--- src/rtl/nmi_scheduler.sv ---
// NMI arbiter for the magic, DivMMC and pause buttons: latches requests, grants one per frame,
// drives /NMI until the 0x0066 fetch, follows the handler to RETN, then holds off for a cooldown.
module nmi_scheduler #(
   parameter int          COOLDOWN_FRAMES = 2,
   parameter int          TIMEOUT_FRAMES  = 3,
   parameter logic [7:0]  CAUSE_PORT      = 8'h10
) (
   input  logic        clk28,
   input  logic        rst,
   input  logic        bus_mreq,
   input  logic        bus_ioreq,
   input  logic        bus_m1,
   input  logic        bus_rd,
   input  logic [15:0] bus_a,
   input  logic [7:0]  bus_d,
   input  logic        n_int,
   input  logic        n_int_next,
   input  logic        magic_req,
   input  logic        div_req,
   input  logic        pause_req,
   input  logic        nmi_en,
   output logic        n_nmi,
   output logic        nmi_active,
   output logic [1:0]  nmi_src,
   output logic [7:0]  d_out,
   output logic        d_out_active
);

   localparam int MAX_FRAMES = (COOLDOWN_FRAMES > TIMEOUT_FRAMES) ? COOLDOWN_FRAMES : TIMEOUT_FRAMES;
   localparam int CW = (MAX_FRAMES < 1) ? 1 : $clog2(MAX_FRAMES + 1);
   localparam logic [CW-1:0] TIMEOUT_LD  = CW'(TIMEOUT_FRAMES);
   localparam logic [CW-1:0] COOLDOWN_LD = CW'(COOLDOWN_FRAMES);

   typedef enum logic [1:0] {
      ST_IDLE,
      ST_ASSERT,
      ST_SERVICE,
      ST_COOLDOWN
   } state_t;

   state_t        state_q;
   logic          n_nmi_q;
   logic [1:0]    nmi_src_q;
   logic [2:0]    pending_q;
   logic [2:0]    pending_d;
   logic [2:0]    req_q;
   logic [CW-1:0] cnt_q;
   logic          timeout_q;
   logic          ed_seen_q;
   logic [7:0]    opcode_q;
   logic          m1_rd_q;
   logic          doa_q;
   logic          doa_prev_q;

   logic [2:0]    req_in;
   logic [2:0]    req_rise;
   logic          frame_tick;
   logic          m1_rd;
   logic          nmi_fetch;
   logic          m1_fall;
   logic          cs;
   logic          grant_ok;
   logic [2:0]    grant_mask;
   logic [1:0]    grant_src;
   logic [2:0]    pending_clr;
   logic [CW-1:0] cnt_dec;
   logic          retn_done;
   logic          timeout_hit;
   logic          doa_fall;

   assign req_in      = {pause_req, div_req, magic_req};
   assign req_rise    = req_in & ~req_q;
   assign frame_tick  = n_int & ~n_int_next;
   assign m1_rd       = bus_mreq & bus_m1 & bus_rd;
   assign nmi_fetch   = m1_rd && (bus_a == 16'h0066);
   assign m1_fall     = m1_rd_q & ~m1_rd;
   assign cs          = bus_ioreq && bus_rd && (bus_a == {CAUSE_PORT, 8'hFF});
   assign grant_ok    = (state_q == ST_IDLE) && frame_tick && nmi_en && (pending_q != 3'b000);
   assign pending_clr = grant_ok ? grant_mask : 3'b000;
   assign cnt_dec     = (cnt_q == '0) ? '0 : cnt_q - 1'b1;
   assign retn_done   = (state_q == ST_SERVICE) && m1_fall && ed_seen_q && (opcode_q == 8'h45);
   // A 0x0066 fetch on the final tick takes the handler path, never the timeout.
   assign timeout_hit = (state_q == ST_ASSERT) && !nmi_fetch && frame_tick && (cnt_dec == '0);
   assign doa_fall    = doa_prev_q & ~doa_q;

   always_comb begin
      grant_mask = 3'b000;
      grant_src  = 2'd0;
      if (pending_q[0]) begin
         grant_mask = 3'b001;
         grant_src  = 2'd1;
      end else if (pending_q[1]) begin
         grant_mask = 3'b010;
         grant_src  = 2'd2;
      end else if (pending_q[2]) begin
         grant_mask = 3'b100;
         grant_src  = 2'd3;
      end
   end

   // Set beats clear; a disabled scheduler drops everything.
   generate
      for (genvar gi = 0; gi < 3; gi++) begin : g_pending
         assign pending_d[gi] = nmi_en & (req_rise[gi] | (pending_q[gi] & ~pending_clr[gi]));
      end
   endgenerate

   always_ff @(posedge clk28) begin
      if (rst) begin
         state_q    <= ST_IDLE;
         n_nmi_q    <= 1'b1;
         nmi_src_q  <= 2'd0;
         pending_q  <= 3'b000;
         req_q      <= 3'b000;
         cnt_q      <= '0;
         timeout_q  <= 1'b0;
         ed_seen_q  <= 1'b0;
         opcode_q   <= 8'h00;
         m1_rd_q    <= 1'b0;
         doa_q      <= 1'b0;
         doa_prev_q <= 1'b0;
      end else begin
         req_q      <= req_in;
         pending_q  <= pending_d;
         m1_rd_q    <= m1_rd;
         doa_q      <= cs;
         doa_prev_q <= doa_q;
         if (m1_rd) begin
            opcode_q <= bus_d;
         end
         if (timeout_hit) begin
            timeout_q <= 1'b1;
         end else if (doa_fall) begin
            timeout_q <= 1'b0;
         end

         case (state_q)
            ST_IDLE: begin
               if (grant_ok) begin
                  nmi_src_q <= grant_src;
                  cnt_q     <= TIMEOUT_LD;
                  n_nmi_q   <= 1'b0;
                  state_q   <= ST_ASSERT;
               end
            end
            ST_ASSERT: begin
               if (nmi_fetch) begin
                  n_nmi_q   <= 1'b1;
                  ed_seen_q <= 1'b0;
                  state_q   <= ST_SERVICE;
               end else if (frame_tick) begin
                  cnt_q <= cnt_dec;
                  if (cnt_dec == '0) begin
                     n_nmi_q <= 1'b1;
                     state_q <= ST_IDLE;
                  end
               end
            end
            ST_SERVICE: begin
               if (m1_fall) begin
                  ed_seen_q <= (opcode_q == 8'hED);
               end
               if (retn_done) begin
                  cnt_q   <= COOLDOWN_LD;
                  state_q <= (COOLDOWN_FRAMES == 0) ? ST_IDLE : ST_COOLDOWN;
               end
            end
            ST_COOLDOWN: begin
               if (frame_tick) begin
                  cnt_q <= cnt_dec;
                  if (cnt_dec == '0) begin
                     state_q <= ST_IDLE;
                  end
               end
            end
            default: state_q <= ST_IDLE;
         endcase
      end
   end

   assign n_nmi        = n_nmi_q;
   assign nmi_active   = (state_q == ST_ASSERT) || (state_q == ST_SERVICE);
   assign nmi_src      = nmi_src_q;
   assign d_out_active = doa_q;
   assign d_out        = {timeout_q, nmi_active, nmi_src_q, 1'b0, pending_q};

endmodule

--- config.mk ---
export PLATFORM = sky130hd
export DESIGN_NAME = nmi_scheduler
export DESIGN_NICKNAME = d
export VERILOG_FILES = /design/src/rtl/nmi_scheduler.sv
export SDC_FILE = /design/constraint.sdc
export NUM_CORES = 1
export LEC_CHECK = 0
export ABC_AREA = 1
export BUFFER_PORTS_ARGS = -buffer_cell sky130_fd_sc_hd__buf_2
export CORE_ASPECT_RATIO = 0.6
export CORE_MARGIN = 5
export CORE_UTILIZATION = 37
export DETAILED_ROUTE_END_ITERATION = 12
export PLACE_DENSITY = 0.71
export SLEW_MARGIN = 40
export SYNTH_ARGS = -nofsm -noshare
export SYNTH_HDL_FRONTEND = slang
export SYNTH_SLANG_ARGS = --single-unit
--- constraint.sdc ---
create_clock -name clk28 -period 3.6 [get_ports clk28]
set_input_delay 0.36 -clock clk28 [delete_from_list [all_inputs] [get_ports clk28]]
set_output_delay 0.36 -clock clk28 [all_outputs]
set_load 0.03 [all_outputs]
==> metrics.json, run 1 <==
{
  "final_antenna_net_count": 0,
  "std_cell_rows": 17,
  "crit_buf_inv": 2,
  "post_route_cells_drive_above_1_share_pct": 26.7,
  "wp_data_arrival_ps": 1430,
  "worst_hold_path.endpoint": "req_q[1]$_SDFF_PP0_",
  "yosysSeqAreaShare_pct": 37.5,
  "remaining_drc_errors": 0,
  "grt.overflow.total": 0,
  "fin_setup_tns_ps": 0,
  "status": "finished, final reports clean",
  "syn_to_final_growth_pct": 19.8,
  "dp_hpwl_mm": 2.57,
  "hold_viol": 0,
  "finalWorstSetupSlack_ps": 1810,
  "floorplan.die_area_um2": 5120,
  "timing.final.crit_period_ps": 1790,
  "drt-total-wl_mm": 3.22,
  "timing.hold.worst_path_depth": 3,
  "worst_ep_required_time_ps": 3240,
  "max_stage_delay_ps": 490,
  "top_level_ports": 49,
  "average_cell_area_after_synthesis_um2": 6.87,
  "coreArea_um2": 3640,
  "grt_util_all_layers_pct": 12.8,
  "cell_type_contributing_the_most_total_cell_area_after_synthesis": "dfxtp_1",
  "clk_root_buffer_cell": "clkbuf_8",
  "achievable-frequency_ghz": 0.560,
  "final.setup_skew_ps": 4.99,
  "timing.reg2reg.setup_slack_ps": 1810,
  "grt_pass1_vias": 1147,
  "critical_path.cell_chain": "inv_1 > ha_1 > buf_2",
  "edff_count_synth": 0,
  "synth-seq-cells": 26,
  "netlist_instances": 202,
  "avgViaCountPerCell": 4.53,
  "hold_path.class": "in2reg",
  "pre_cts_slack_ps": 1850,
  "post_synth_most_frequent_cells": "nand2_1 (35), nor2_1 (32), dfxtp_1 (26)",
  "synth_largest_type_area_fraction_pct": 37.5,
  "critPathLaunchType": "flop",
  "gp_congestion": 0.842,
  "cts.path.max_buffers": 2,
  "finalSetupViolCount": 0,
  "worst_path_max_delay_cell": "dfxtp_1",
  "worst_skew_pair_later_pin_latency_ps": 270,
  "critPathTopFamily": "flip-flops",
  "synth.most_common_cell": "nand2_1",
  "setup.worst_path.class": "reg2out",
  "drt-pass1-iter-count": 4,
  "unrepaired_setup_endpoints_after_global_routing": "false",
  "numCtsBuffers": 3,
  "final_util_pct": 45.7,
  "cts_setup_buffers": 0,
  "netlist_area_um2": 1390,
  "min_period_over_period_pct": 49.6,
  "ys.warnings.count": 0,
  "avgRoutedWirePerCell_um": 11.1,
  "worst_setup_end_kind": "output port",
  "power_leakage_nw": 0.770,
  "antenna_cells_inserted": 0,
  "fin_nets": 286,
  "synthFlopType": "dfxtp_1",
  "grt_start_max_net_pins": 20,
  "cts-hold-fix-buffers": 0,
  "die_height_um": 57.4,
  "post_cts_resized": 0,
  "async_reset_ff_share_pct": 0,
  "mappedNetlistNets": 243,
  "cts_tree": "built",
  "worst-r2r-cell-count": 11,
  "floorplan.initialDensity_pct": 38.1,
  "port_buffers": 47,
  "timing.rr.end": "state_q[0]$_SDFFE_PP0P_",
  "die_width_um": 89.1,
  "holdCritStartpoint": "div_req",
  "first_iter_violations": 89,
  "max_cap_viol": 0,
  "cp_max_fo": 8,
  "route.vias.total": 1314,
  "r2r-start": "state_q[0]$_SDFFE_PP0P_",
  "clock_sink_count": 26,
  "vdd.ir_drop.worst_v": 0.000285,
  "grt_antenna_before_repair": 0,
  "final_max_slew_viol_count": 0,
  "wire_length_of_the_first_global_routing_pass_mm": 5.15,
  "htree_levels": 1,
  "yosys.cell_types.count": 29,
  "clk_slew_on_worst_s_h_paths_ps": 80,
  "synth_top_cells_by_area": "dfxtp_1 (38%), nand2_1 (9.5%), nor2_1 (8.7%), inv_1 (6.5%), a21oi_1 (5.4%)",
  "power.density_cell_area_nw_per_um2": 576
}
## worst max path at each step
| stage | start | slack [ps] | cells past startpoint | end |
|---|---|---|---|---|
| floorplan | state_q[0]$_SDFFE_PP0P_ | 2070 | 3 | d_out[6] |
| global route | state_q[0]$_SDFFE_PP0P_ | 1680 | 13 | cnt_q[1]$_SDFFE_PP0P_ |
| CTS | state_q[0]$_SDFFE_PP0P_ | 1810 | 3 | nmi_active |
| detailed placement | bus_rd | 1850 | 8 | n_nmi$_SDFFE_PP1P_ |
| finish | state_q[0]$_SDFFE_PP0P_ | 1810 | 3 | nmi_active |
| global placement | bus_rd | 1870 | 8 | n_nmi$_SDFFE_PP1P_ |
## cell type report
| cell class | instances | area, µm² |
|---|---|---|
| Timing Repair Buffer | 47 | 235 |
| Tap cell | 47 | 58.8 |
| Fill cell | 390 | 1970 |
| Clock buffer | 3 | 41.3 |
| Multi-Input combinational cell | 139 | 702 |
| Sequential cell | 26 | 520 |
| Inverter | 28 | 105 |
## stage by stage
step	instances	instance area, µm²	hold WS, ps	power (mW)
floorplan	202	1390	423	0.708
global placement	287	1620	436	0.793
detailed placement	287	1620	440	0.800
CTS	290	1660	308	0.963
global route	290	1660	336	1.03
finish	290	1660	311	0.958
## registers in the layout, summed over array words and instances, names as in the netlist
register	flops
cnt_q	2
d_out_active	1
doa_prev_q	1
ed_seen_q	1
m1_rd_q	1
n_nmi	1
nmi_src	2
opcode_q	8
pending_q	3
req_q	3
state_q	2
timeout_q	1
## logic make-up (layout without fill, tap and decap cells)
| family | Yosys count | after routing | share of synthesized area, % |
|---|---|---|---|
| simple gates | 97 | 97 | 31.5 |
| fa+ha+maj | 5 | 5 | 4.51 |
| flops | 26 | 26 | 37.5 |
| other cells | 1 | 1 | 0.270 |
| compound gates | 36 | 36 | 14.3 |
| buf+inv | 37 | 78 | 11.9 |
## layout by cell type, fill, tap and decap left out, drive strengths merged, types with 3 or more instances in the layout
cell     n
clkbuf   3
nand3   12
inv     27
ha       5
o21ai   15
nand4    4
dfxtp   26
nor2    35
a21oi   17
buf     47
nand2   40
## routing by layer
metal | wire (µm) | share of wire [%] | GRT usage (%) | vias up
li1 | - | - | - | 717
met1 | 1690 | 52 | 19.3 | 550
met2 | 1210 | 38 | 17.3 | 43
met3 | 295 | 9.2 | 4.04 | 4
met4 | 21 | 0.65 | 2.97 | 0
met5 | 0 | 0 | 0 | -
## where the power goes
part           internal [mW]  leakage [nW]  switching, mW
logic                  0.154         0.535          0.283
clock network         0.0749        0.0216         0.0857
registers              0.326         0.213         0.0344
## tightest hold or removal path: cells and delay by family
kind          cells  cell delay, ps
buf+inv           2             110
simple gates      1              70
Power figures use the tool's default switching activity.
==> inputs of run 2 (changes only) <==
Settings changed: ABC_AREA 1 to 0, PLACE_DENSITY 0.71 to 0.72.
Clock period 3.6 ns to 1.78 ns, I/O delays scaled along.
==> run 2 against run 1 <==
  * Clock power grew to 3.0 times the previous value
  * First-iteration DRC count is 20% lower
  * Largest cell class unchanged
  * Critical path depth is 2 higher
  * Sequential power is 81% higher
  * Critical endpoint is now cnt_q[0]$_SDFFE_PP0P_
  * Final area is 2.3% higher
  * Total power is 64% higher
  * Worst hold slack worse by 180 ps
==> metrics.json, run 2 <==
{
  "overall_power_of_the_completed_layout_mw": 1.57,
  "final-seq-area_um2": 522,
  "final_antenna_net_count": 0,
  "setup.worst_path.class": "reg2reg",
  "grt_pass1_vias": 1161,
  "critPathLaunchType": "flop",
  "cts-hold-fix-buffers": 0,
  "min_period_over_period_pct": 98.5,
  "regMostFlops": "opcode_q",
  "yosysSeqAreaShare_pct": 40.2,
  "drt-total-wl_mm": 3.01,
  "vdd.ir_drop.worst_v": 0.000521,
  "port_buffers": 47,
  "timing.hold.worst_path_depth": 2,
  "cp_max_fo": 4,
  "route.vias.total": 1182,
  "clock_sink_count": 26,
  "layout_top_registers": "opcode_q x8, pending_q x3, req_q x3",
  "max_cap_viol": 0,
  "fillCellCount": 336,
  "floorplan.initialDensity_pct": 39.2,
  "top_level_ports": 49,
  "critical_path.cell_chain": "or4b_4 > o41ai_4 > and2_4 > and3_4 > a211oi_2",
  "synth_top_cells_by_area": "dfxtp_1 (40%), a21oi_1 (7.0%), nand2_1 (5.5%), ha_1 (4.8%), nor2_1 (4.6%)",
  "dp_hpwl_mm": 2.28,
  "fin_setup_tns_ps": 0,
  "multi_input_comb_area_um2": 714,
  "hold_path.class": "in2reg",
  "status": "finished, final reports clean",
  "wire_length_of_the_first_global_routing_pass_mm": 5.16,
  "post_route_cells_drive_above_1_share_pct": 34.1,
  "average_cell_area_after_synthesis_um2": 8.25,
  "power_leakage_nw": 0.712,
  "timing.final.crit_period_ps": 1750,
  "antenna_cells_inserted": 0,
  "pre_cts_slack_ps": -17.4,
  "finalSetupViolCount": 0,
  "avgViaCountPerCell": 4.67,
  "largest_register_ff_count": 8,
  "grt.overflow.total": 0,
  "crit_buf_inv": 0,
  "synth-seq-cells": 26,
  "syn_to_final_growth_pct": 31.3,
  "achievable-frequency_ghz": 0.570,
  "netlist_instances": 157,
  "hold_viol": 0,
  "worst_ep_required_time_ps": 1940,
  "worst_setup_end_kind": "flop",
  "gp_congestion": 0.770,
  "first_iter_violations": 71,
  "die_width_um": 86.4,
  "final_cell_area_um2": 1700,
  "synth.most_common_cell": "dfxtp_1",
  "worst-r2r-cell-count": 5,
  "avgRoutedWirePerCell_um": 11.9,
  "power.density_cell_area_nw_per_um2": 923,
  "placed_cell_area_um2": 1590,
  "async_reset_ff_share_pct": 0,
  "finalWorstSetupSlack_ps": 26.3,
  "yosys.cell_types.count": 40,
  "clk_root_buffer_cell": "clkbuf_8",
  "cell_type_contributing_the_most_total_cell_area_after_synthesis": "dfxtp_1",
  "r2r-start": "opcode_q[5]$_SDFFE_PP0P_",
  "fin_nets": 250,
  "max_stage_delay_ps": 540,
  "whs_ps": 128,
  "holdCritStartpoint": "magic_req",
  "worst_skew_pair_later_pin_latency_ps": 270,
  "coreArea_um2": 3300,
  "htree_levels": 1,
  "edff_count_synth": 0,
  "grt_antenna_before_repair": 0,
  "final.setup_skew_ps": 3.54,
  "mappedNetlistNets": 198,
  "clk_slew_on_worst_s_h_paths_ps": 90,
  "numCtsBuffers": 3,
  "netlist_area_um2": 1290,
  "remaining_drc_errors": 0,
  "synthFlopType": "dfxtp_1",
  "grt_start_max_net_pins": 22,
  "ys.warnings.count": 0,
  "std_cell_rows": 16,
  "worst_path_max_delay_cell": "or4b_4",
  "die_height_um": 55.8,
  "worst_hold_path.endpoint": "req_q[0]$_SDFF_PP0_",
  "floorplan.die_area_um2": 4820,
  "most_used_cells_in_the_layout_excluding_fill_and_tap_cells": "buf_2 (47), dfxtp_1 (25), nand2_1 (19)",
  "dpl.cell_count": 247,
  "cts.path.max_buffers": 2,
  "final_util_pct": 51.5,
  "drt-pass1-iter-count": 4,
  "grt_util_all_layers_pct": 12.9,
  "cts_tree": "built",
  "timing.reg2reg.setup_slack_ps": 30,
  "unrepaired_setup_endpoints_after_global_routing": "true",
  "wp_data_arrival_ps": 1920,
  "final_max_slew_viol_count": 0,
  "critPathTopFamily": "simple AND/OR/NAND/NOR gates",
  "final_common_cell": "buf_2",
  "timing.rr.end": "cnt_q[0]$_SDFFE_PP0P_",
  "layout.cells.non_filler": 253,
  "synth_largest_type_area_fraction_pct": 40.2,
  "post_synth_most_frequent_cells": "dfxtp_1 (26), nand2_1 (19), a21oi_1 (18)"
}
==> run 2: changes by cell type in the layout (fill, tap and decap cells not counted), sizes merged, moves of 4 or more <==
cell    change
a211oi      +4
and3        +4
buf        +11
inv        -22
nand2      -21
nand2b      +6
nand3       -9
nor2       -19
nor2b       +4
o21ai       -9
==> run 2: report_power, final <==
part	leakage [nW]	switching [mW]	internal (mW)
Combinational	0.464	0.237	0.189
Sequential	0.212	0.0319	0.621
Clock	0.0357	0.189	0.301
Total	0.712	0.458	1.11
==> run 2: repair_timing <==
action                     CTS  global route
pin swaps                    1             7
setup endpoints to repair    2             3
cloned                       0             0
buffers inserted             0             2
hold endpoints to repair     0             0
gates resized for setup      0             5
==> run 2: worst max-delay path by stage <==
stage | start | to | slack [ps] | cells past startpoint
finish | opcode_q[5]$_SDFFE_PP0P_ | cnt_q[0]$_SDFFE_PP0P_ | 30 | 5
global route | opcode_q[5]$_SDFFE_PP0P_ | state_q[1]$_SDFFE_PP0P_ | -40 | 6
CTS | opcode_q[3]$_SDFFE_PP0P_ | cnt_q[0]$_SDFFE_PP0P_ | 40 | 5
detailed placement | opcode_q[3]$_SDFFE_PP0P_ | cnt_q[0]$_SDFFE_PP0P_ | -20 | 5
global placement | opcode_q[3]$_SDFFE_PP0P_ | cnt_q[1]$_SDFFE_PP0P_ | 0.5 | 5
floorplan | state_q[0]$_SDFFE_PP0P_ | cnt_q[1]$_SDFFE_PP0P_ | 30 | 7
==> run 2: cell families after synthesis <==
kind of cell / count (synthesis) / synth area share (%)
AO/OA/AOI/OAI: 36 / 18.2
adder cells (fa/ha/maj): 5 / 4.83
buffers and inverters: 16 / 6.28
flip-flops: 26 / 40.2
multiplexers: 1 / 0.773
other: 1 / 0.290
AND/OR/NAND/NOR: 72 / 29.5
==> run 2: layout make-up <==
cell class,instances,share of cell area (%)
Clock buffer,3,2.43
Tap cell,45,3.31
Clock inverter,1,1.77
Multi-Input combinational cell,115,42.0
Sequential cell,26,30.7
Inverter,5,1.10
Timing Repair Buffer,58,18.7
==> run 2: layer usage <==
layer  part of all wire [%]  GRT usage (%)  vias to the layer above  wire (µm)
met5                      0              0                        -          0
met4                   0.27           2.89                        0          8
met3                    4.6           4.29                        2        138
met2                     44           18.0                       22       1310
met1                     52           18.9                      513       1550
li1                       -              -                      645          -
